--- config.mk ---
export PLATFORM = sky130hd
export DESIGN_NAME = zeroskip_tile_ctrl
export DESIGN_NICKNAME = d
export VERILOG_FILES = /design/src/rtl/zeroskip_tile_ctrl.sv
export SDC_FILE = /design/constraint.sdc
export NUM_CORES = 1
export LEC_CHECK = 0
export BUFFER_PORTS_ARGS = -buffer_cell sky130_fd_sc_hd__buf_4
export CORE_UTILIZATION = 55
export CTS_BUF_LIST = sky130_fd_sc_hd__clkbuf_16
export DETAILED_ROUTE_END_ITERATION = 10
export GPL_TIMING_DRIVEN = 0
export PLACE_DENSITY_LB_ADDON = 0.2
export SETUP_SLACK_MARGIN = 0.2
export SLEW_MARGIN = 20
export SYNTH_ARGS = -nofsm -noshare
export SYNTH_HDL_FRONTEND = slang
export SYNTH_SLANG_ARGS = --single-unit
--- constraint.sdc ---
create_clock -name clk -period 2.95 [get_ports clk]
set_clock_uncertainty 0.05 [all_clocks]
set_input_delay 0.7375 -clock clk [delete_from_list [all_inputs] [get_ports clk]]
set_output_delay 0.7375 -clock clk [all_outputs]
set_load 0.01 [all_outputs]
--- src/rtl/zeroskip_tile_ctrl.sv ---
// Tile sequencer for the zero-skip MAC row.
// It gates the input beat stream into the row and inserts one zero pad beat
// for odd-length 8:32 tiles. It also counts encoded output beats, flags the
// last one, and pulses done once the tile has drained.
module zeroskip_tile_ctrl #(
  parameter int CNT_W = 16
) (
  input  logic             clk,
  input  logic             rst_n,
  input  logic             start_i,
  input  logic             cfg_nz_sel_i,
  input  logic [CNT_W-1:0] cfg_beats_i,
  output logic             busy_o,
  output logic             done_o,
  output logic             group_nz_sel_o,
  input  logic             src_vld_i,
  output logic             src_rdy_o,
  output logic             row_vld_o,
  input  logic             row_rdy_i,
  output logic             row_pad_o,
  input  logic             enc_vld_i,
  input  logic             enc_rdy_i,
  output logic             enc_last_o,
  output logic             ovf_err_o
);

  typedef enum logic [2:0] {
    S_IDLE  = 3'd0,
    S_FEED  = 3'd1,
    S_PAD   = 3'd2,
    S_DRAIN = 3'd3,
    S_DONE  = 3'd4
  } state_e;

  localparam logic [CNT_W-1:0] ONE = CNT_W'(1);

  state_e           state_q, state_d;
  logic             mode_q, mode_d;
  logic [CNT_W-1:0] beats_q, beats_d;
  logic [CNT_W-1:0] exp_q, exp_d;
  logic [CNT_W-1:0] in_cnt_q, in_cnt_d;
  logic [CNT_W-1:0] out_cnt_q, out_cnt_d;
  logic             ovf_q, ovf_d;

  logic             start_ok_s;
  logic             in_xfer_s;
  logic             in_last_s;
  logic             out_hs_s;
  logic             counting_s;
  logic             out_full_s;
  logic             out_done_s;
  logic [CNT_W-1:0] exp_calc_s;

  // Output-beat target: halving in 8:32 mode rounds up so the pad beat is counted.
  // The sum cannot exceed 2^(CNT_W-1), so it never wraps.
  assign exp_calc_s = cfg_nz_sel_i ? cfg_beats_i
                                   : ((cfg_beats_i >> 1) + {{(CNT_W-1){1'b0}}, cfg_beats_i[0]});

  assign start_ok_s = (state_q == S_IDLE) && start_i;
  assign in_xfer_s  = (state_q == S_FEED) && src_vld_i && row_rdy_i;
  assign in_last_s  = in_xfer_s && (in_cnt_q == (beats_q - ONE));
  assign out_hs_s   = enc_vld_i && enc_rdy_i;
  assign counting_s = (state_q == S_FEED) || (state_q == S_PAD) || (state_q == S_DRAIN);
  assign out_full_s = (out_cnt_q == exp_q);
  assign out_done_s = out_full_s || (out_hs_s && (out_cnt_q == (exp_q - ONE)));

  assign enc_last_o     = busy_o && (out_cnt_q == (exp_q - ONE));
  assign ovf_err_o      = ovf_q;
  assign group_nz_sel_o = mode_q;

  // State register.
  always_ff @(posedge clk or negedge rst_n) begin
    if (!rst_n) begin
      state_q <= S_IDLE;
    end else begin
      state_q <= state_d;
    end
  end

  // Next-state logic; output completion seen early is resolved in DRAIN.
  always_comb begin
    state_d = state_q;
    case (state_q)
      S_IDLE: begin
        if (start_i) begin
          state_d = (cfg_beats_i == '0) ? S_DONE : S_FEED;
        end else begin
          state_d = S_IDLE;
        end
      end
      S_FEED: begin
        if (in_last_s) begin
          state_d = (!mode_q && beats_q[0]) ? S_PAD : S_DRAIN;
        end else begin
          state_d = S_FEED;
        end
      end
      S_PAD: begin
        if (row_rdy_i) begin
          state_d = S_DRAIN;
        end else begin
          state_d = S_PAD;
        end
      end
      S_DRAIN: begin
        if (out_done_s) begin
          state_d = S_DONE;
        end else begin
          state_d = S_DRAIN;
        end
      end
      S_DONE:  state_d = S_IDLE;
      default: state_d = S_IDLE;
    endcase
  end

  // Handshake gating and status outputs decoded from the current state.
  always_comb begin
    row_vld_o = 1'b0;
    src_rdy_o = 1'b0;
    row_pad_o = 1'b0;
    busy_o    = 1'b1;
    done_o    = 1'b0;
    case (state_q)
      S_IDLE: busy_o = 1'b0;
      S_FEED: begin
        row_vld_o = src_vld_i;
        src_rdy_o = row_rdy_i;
      end
      S_PAD: begin
        row_vld_o = 1'b1;
        row_pad_o = 1'b1;
      end
      S_DRAIN: busy_o = 1'b1;
      S_DONE:  done_o = 1'b1;
      default: busy_o = 1'b0;
    endcase
  end

  // Tile configuration latch and beat counters.
  // out_cnt saturates at the target; any handshake beyond it raises ovf.
  always_comb begin
    mode_d    = mode_q;
    beats_d   = beats_q;
    exp_d     = exp_q;
    in_cnt_d  = in_cnt_q;
    out_cnt_d = out_cnt_q;
    ovf_d     = ovf_q;
    if (start_ok_s) begin
      mode_d    = cfg_nz_sel_i;
      beats_d   = cfg_beats_i;
      exp_d     = exp_calc_s;
      in_cnt_d  = '0;
      out_cnt_d = '0;
      ovf_d     = 1'b0;
    end else begin
      if (in_xfer_s) begin
        in_cnt_d = in_cnt_q + ONE;
      end else begin
        in_cnt_d = in_cnt_q;
      end
      if (out_hs_s && counting_s && !out_full_s) begin
        out_cnt_d = out_cnt_q + ONE;
      end else begin
        out_cnt_d = out_cnt_q;
      end
      if (out_hs_s && ((state_q == S_IDLE) || out_full_s)) begin
        ovf_d = 1'b1;
      end else begin
        ovf_d = ovf_q;
      end
    end
  end

  // Datapath registers.
  always_ff @(posedge clk or negedge rst_n) begin
    if (!rst_n) begin
      mode_q    <= 1'b0;
      beats_q   <= '0;
      exp_q     <= '0;
      in_cnt_q  <= '0;
      out_cnt_q <= '0;
      ovf_q     <= 1'b0;
    end else begin
      mode_q    <= mode_d;
      beats_q   <= beats_d;
      exp_q     <= exp_d;
      in_cnt_q  <= in_cnt_d;
      out_cnt_q <= out_cnt_d;
      ovf_q     <= ovf_d;
    end
  end

endmodule

==> results of run 1 <==
==> critical path: stages (launching register included) <==
cell and delay [ns]:
dfrtp_1 0.38, or4_4 0.54, or3_4 0.37, or4_4 0.44, xor2_2 0.15, nand4_2 0.12, nor2_2 0.13, buf_4 0.13
==> placed cells by master, fill, tap and decap left out, types with 13 or more instances in the layout <==
cell / instances
nand4_1: 17
xnor2_1: 28
o21ai_0: 28
nand3_1: 17
buf_4: 30
or3_1: 13
clkbuf_1: 22
nand2_1: 93
a21oi_1: 32
dfrtp_1: 67
nor2_1: 49
xor2_1: 34
==> registers in the layout, indices dropped and copies added (netlist names) <==
| name | count |
|---|---|
| state_q | 3 |
| beats_q | 16 |
| ovf_err_o | 1 |
| exp_q | 16 |
| in_cnt_q | 16 |
| out_cnt_q | 16 |
| group_nz_sel_o | 1 |
==> report_power, final <==
part / switching, W / total [W] / internal (W)
Clock: 0.000406 / 0.00123 / 0.000821
Sequential: 0.000425 / 0.00166 / 0.00124
Combinational: 0.00115 / 0.00205 / 0.000900
Total: 0.00198 / 0.00494 / 0.00296
==> kinds of logic (layout without fill, tap and decap cells) <==
family	count (synthesis)	after routing	share of synthesized area, %
buffers and inverters	41	87	3.550
DFF	69	69	37.12
xor gates and xnor gates	63	63	11.86
muxes	10	10	2.206
adders and majority gates	7	7	1.883
and+or+nand+nor	269	269	30.12
AOI/OAI and AO/OA	98	98	13.26
==> final cells by class <==
cell class,count,area (um^2),area share [%]
buffer,29,120.1,2.211
clock buffer,9,225.2,4.147
clock inverter,7,113.9,2.096
inverter,12,45.04,0.8293
multi-input combinational,447,2841,52.32
sequential,69,1729,31.84
tap,105,131.4,2.419
timing repair buffer,30,225.2,4.147
==> worst paths after layout <==
kind	cells after the start	from	slack, ns	to
worst min-delay path	2	ovf_err_o	0.44	ovf_err_o
worst max register to register	8	exp_q[8]	0.33	state_q[2]
min in group asynchronous	1	rst_n	0.45	out_cnt_q[0]
max in group asynchronous	1	rst_n	1.72	exp_q[4]
worst min register to register	2	ovf_err_o	0.44	ovf_err_o
worst max-delay path	7	exp_q[8]	-0.42	enc_last_o
==> through the flow <==
| step | hold WS (ns) | cell area (um^2) | power [W] |
|---|---|---|---|
| floorplan | 0.3919 | 4667 | 0.002991 |
| global placement | 0.4302 | 4971 | 0.003423 |
| detailed placement | 0.4426 | 4971 | 0.003517 |
| CTS | 0.4543 | 5383 | 0.004857 |
| global route | 0.5069 | 5431 | 0.005275 |
| finish | 0.4433 | 5431 | 0.004939 |
==> layer usage <==
layer  share of wire [%]  routed length [um]  vias to the layer above  track usage (%)
met5                   0                   0                        -                0
met3                 5.8                 695                       30            4.693
li1                    -                   -                     2058                -
met4                 3.1                 369                        0            12.44
met1                  46                5456                     2055            39.99
met2                  46                5460                      144            45.19
==> timing repair <==
item / CTS / global route
hold buffers: 0 / 0
setup buffers: 5 / 2
endpoints found under the setup margin: 3 / 3
resized for setup: 6 / 8
pin swaps: 1 / 2
==> results.py, run 1 <==
metrics = {
    "logic_synthesis": {
        "syn_avg_cell_area_um2": 8.352,
        "syn_inst": 557,
        "ys_top_cells_by_count": "nand2_1, dfrtp_1, nor2_1, xor2_1, a21oi_1",
        "synth_cell_types": 64,
        "synth.area.top_cells": "dfrtp_1, nand2_1, xor2_1",
        "syn_area_um2": 4652,
        "ys_seq_area_share_pct": 37.12,
        "ys_ff_latch": 69,
        "synth_top_area_share_pct": 37.12,
        "ys_warn_count": 0,
        "synth_edf_count": 0,
        "synth-async-reset-ratio_pct": 100.0,
        "yosysTopAreaCell": "dfrtp_1",
        "syn_nets": 588,
        "synthFlopType": "dfrtp_1",
        "yosysMostFrequentCell": "nand2_1",
    },
    "route": {
        "wl_per_cell_um": 16.92,
        "viasPerCell": 6.055,
        "drc": 0,
        "drt.antenna.violating_nets": 0,
        "firstDrtPassIters": 5,
        "drtIter0Drc": 350,
        "vias": 4287,
        "routed_wl_mm": 11.98,
    },
    "cells_and_area": {
        "fin_util_pct": 66.10,
        "area_delta_synth_final_pct": 16.76,
        "final_nets": 629,
        "num_antenna_cells": 0,
        "stdcell_count": 708,
        "fill_cells": 701,
        "drive_gt1_share_pct": 14.10,
    },
    "sta": {
        "finalHoldViolCount": 0,
        "rsz0062_at_grt": "true",
        "worstMarginPinSlew_ns": 0.8818,
        "finalSetupViolations": 1,
        "fin_ws_ns": -0.4167,
        "period_share_pct": 114.1,
        "final_max_slew_viol_count": 0,
        "slew-limit-headroom_pct": 41.21,
        "min_period_ns": 3.367,
        "fmaxAchievable_mhz": 297.0,
        "finalSetupTns_ns": -0.4167,
    },
    "clock_network": {
        "cts_tree": "yes",
        "clockRootBuffer": "clkbuf_16",
        "clock_path_buffers": 2,
        "cts_buffers": 9,
        "clkTransAtPathRegs_ns": 0.05,
        "cts_num_sinks": 69,
        "worst_skew_pair.late_latency_ns": 0.33,
        "cts.htree.levels": 3,
    },
    "global_routing": {
        "grt_pass1_vias": 3995,
        "antenna_found_initial": 0,
        "grt_max_degree": 70,
        "grt.total_usage_pct": 29.06,
        "gr-total-overflow": 0,
        "grt_pass1_wl_mm": 19.62,
    },
    "floorplanning": {
        "die_area_um2": 8829,
        "io-pin-count": 32,
        "num_rows": 33,
        "die_h_um": 93.97,
        "dieWidth_um": 93.97,
        "coreArea_um2": 8217,
        "start_util_pct": 56.62,
    },
    "outcome": {
        "violations": "setup timing",
        "status": "finished, violations left",
    },
    "placed_design": {
        "place_inst": 685,
        "gp_congestion": 0.8875,
        "io_buffers": 23,
        "pre_cts_slack_ns": -0.3579,
        "dp.final_hpwl_mm": 8.759,
    },
    "run": {
        "cap_violations": 0,
    },
    "hold_path": {
        "hp-class": "flip-flop to flip-flop",
    },
    "setup_path": {
        "worst_ep_required_time_ns": 2.16,
        "critPathKind": "flip-flop to output pin",
        "endpoint_kind": "output pin",
        "critPathLaunchType": "flip-flop",
        "cp.arrival_ns": 2.58,
        "path_max_fanout": 4,
    },
    "power_and_ir_drop": {
        "peakVddDrop_mv": 0.5761,
        "p_per_area_nw_per_um2": 909.2,
        "leakage_nw": 2.316,
    },
}
Note: power is estimated with default switching activity, not from simulation.
==> run 2: changes to the inputs <==
BUFFER_PORTS_ARGS = unset   (was -buffer_cell sky130_fd_sc_hd__buf_4)
CAP_MARGIN = 20   (was unset)
DONT_BUFFER_PORTS = 1   (was unset)
==> run 2 against run 1 <==
  * The flow still finishes with violations (setup timing)
  * Combinational power shrank 6%
  * Sequential power is essentially flat
  * First-iteration DRC count shrank 17%
  * Critical path depth fell by 1
  * Global-route usage is 0.22 points lower
  * Sequential share of layout area is 1.2 points higher
==> results.py, run 2 (synthesis results as in run 1) <==
metrics = {
    "outcome": {
        "status": "finished, violations left",
        "violations": "setup timing",
    },
    "placed_design": {
        "pre_cts_slack_ns": -0.2936,
        "place_area_um2": 4798,
        "dp.final_hpwl_mm": 8.497,
        "io_buffers": 0,
        "gp_congestion": 0.9023,
    },
    "clock_network": {
        "cts_tree": "yes",
        "worst_skew_pair.late_latency_ns": 0.34,
        "clockRootBuffer": "clkbuf_16",
        "cts_num_sinks": 69,
        "cts_buffers": 9,
        "clock_path_buffers": 2,
        "clkTransAtPathRegs_ns": 0.05,
        "cts.htree.levels": 3,
    },
    "route": {
        "viasPerCell": 6.034,
        "drtIter0Drc": 292,
        "firstDrtPassIters": 5,
        "drt.antenna.violating_nets": 0,
        "vias": 4133,
        "routed_wl_mm": 11.61,
        "drc": 0,
        "wl_per_cell_um": 16.94,
    },
    "sta": {
        "period_share_pct": 111.1,
        "fmaxAchievable_mhz": 305.2,
        "fin_ws_ns": -0.3268,
        "rsz0062_at_grt": "true",
        "finalSetupViolations": 1,
        "min_period_ns": 3.277,
        "final_max_slew_viol_count": 0,
        "worstMarginPinSlew_ns": 0.6925,
        "finalHoldViolCount": 0,
        "finalSetupTns_ns": -0.3268,
        "slew-limit-headroom_pct": 53.73,
    },
    "floorplanning": {
        "dieWidth_um": 93.97,
        "io-pin-count": 32,
        "coreArea_um2": 8217,
        "die_h_um": 93.97,
        "num_rows": 33,
        "start_util_pct": 56.62,
        "die_area_um2": 8829,
    },
    "global_routing": {
        "grt_pass1_vias": 3883,
        "gr-total-overflow": 0,
        "grt_max_degree": 70,
        "antenna_found_initial": 0,
        "grt.total_usage_pct": 28.84,
        "grt_pass1_wl_mm": 19.42,
    },
    "power_and_ir_drop": {
        "peakVddDrop_mv": 0.4221,
        "p_per_area_nw_per_um2": 899.4,
        "leakage_nw": 2.207,
    },
    "cells_and_area": {
        "final_nets": 606,
        "area_delta_synth_final_pct": 12.51,
        "drive_gt1_share_pct": 10.34,
        "num_antenna_cells": 0,
        "final_common_cell": "nand2_1",
        "final_cell_mix": "nand2_1, dfrtp_1, nor2_1",
        "final_cell_area_um2": 5234,
    },
    "setup_path": {
        "path_max_fanout": 3,
        "critPathLaunchType": "flip-flop",
        "critPathKind": "flip-flop to output pin",
        "r2r-start": "exp_q[9]",
        "ff2ff_path_depth": 10,
        "reg2reg_to": "state_q[2]",
        "r2r_setup_slack_ns": 0.11,
        "endpoint_kind": "output pin",
        "worst_ep_required_time_ns": 2.16,
        "cp.arrival_ns": 2.49,
    },
    "run": {
        "cap_violations": 0,
    },
    "hold_path": {
        "hp-class": "primary input to asynchronous set/reset pin",
    },
}
==> run 2: cell count changes in the layout (fill, tap and decap cells not counted), sizes merged <==
cell,delta
buf,-23
bufinv,-1
inv,+2
clkinv,+1
clkinvlp,-2
==> run 2: power by group <==
group | leakage, nW | switching [W] | internal (W)
Sequential | 0.896 | 0.000430 | 0.00124
Combinational | 1.15 | 0.00108 | 0.000838
Clock | 0.162 | 0.000394 | 0.000729
Total | 2.21 | 0.00190 | 0.00280
==> run 2: repair_timing <==
action	4_1_cts	5_1_grt
hold buffers	0	0
gates resized for setup	6	8
buffers inserted	5	2
endpoints found under the setup margin	3	6
endpoints found under the hold margin	0	0
pin swaps	2	2
==> run 2: critical path: stages, from the launching register on <==
cell     delay (ns)
dfrtp_1        0.38
or4_4          0.54
or3_4          0.36
or4_4          0.44
xor2_2         0.15
nand4_2        0.14
nor2_4         0.15
==> run 2: worst max-delay path by stage <==
stage          startpoint         end  slack [ns]  cells after the start
6_report         exp_q[9]  enc_last_o       -0.33                      6
5_1_grt          exp_q[9]  enc_last_o       -0.40                      6
4_1_cts          exp_q[9]  enc_last_o       -0.37                      6
3_5_place_dp     exp_q[4]  enc_last_o       -0.29                      6
3_3_place_gp     exp_q[4]  enc_last_o       -0.22                      6
2_1_floorplan   exp_q[10]  enc_last_o        0.04                      6
==> run 2: metrics by stage <==
stage	power (W)	cells	hold slack, ns	utilization [%]
floorplan	0.002991	557	0.3919	-
global placement	0.003346	662	0.3938	58.40
detailed placement	0.003437	662	0.3937	58.40
CTS	0.004661	683	0.04283	63.09
global route	0.005043	685	0.03514	63.70
finish	0.004707	685	0.04752	63.70
==> run 2: cell type report <==
| class | instances | area [um^2] |
|---|---|---|
| flip-flops and latches | 69 | 1728 |
| fillers | 712 | 2983 |
| multi-input cells | 447 | 2845 |
| inverters | 12 | 45.04 |
| clock buffers | 9 | 225.2 |
| clock inverters | 7 | 82.58 |
| well taps | 105 | 131.4 |
| repair buffers | 7 | 56.30 |
| plain buffers | 29 | 120.1 |
==> run 2: layer usage <==
layer / up-vias / track usage, % / part of all wire (%)
met3: 20 / 7.201 / 6.4
met4: 0 / 8.205 / 1.7
li1: 1999 / - / -
met1: 1988 / 40.42 / 48
met2: 126 / 43.98 / 44
met5: - / 0 / 0
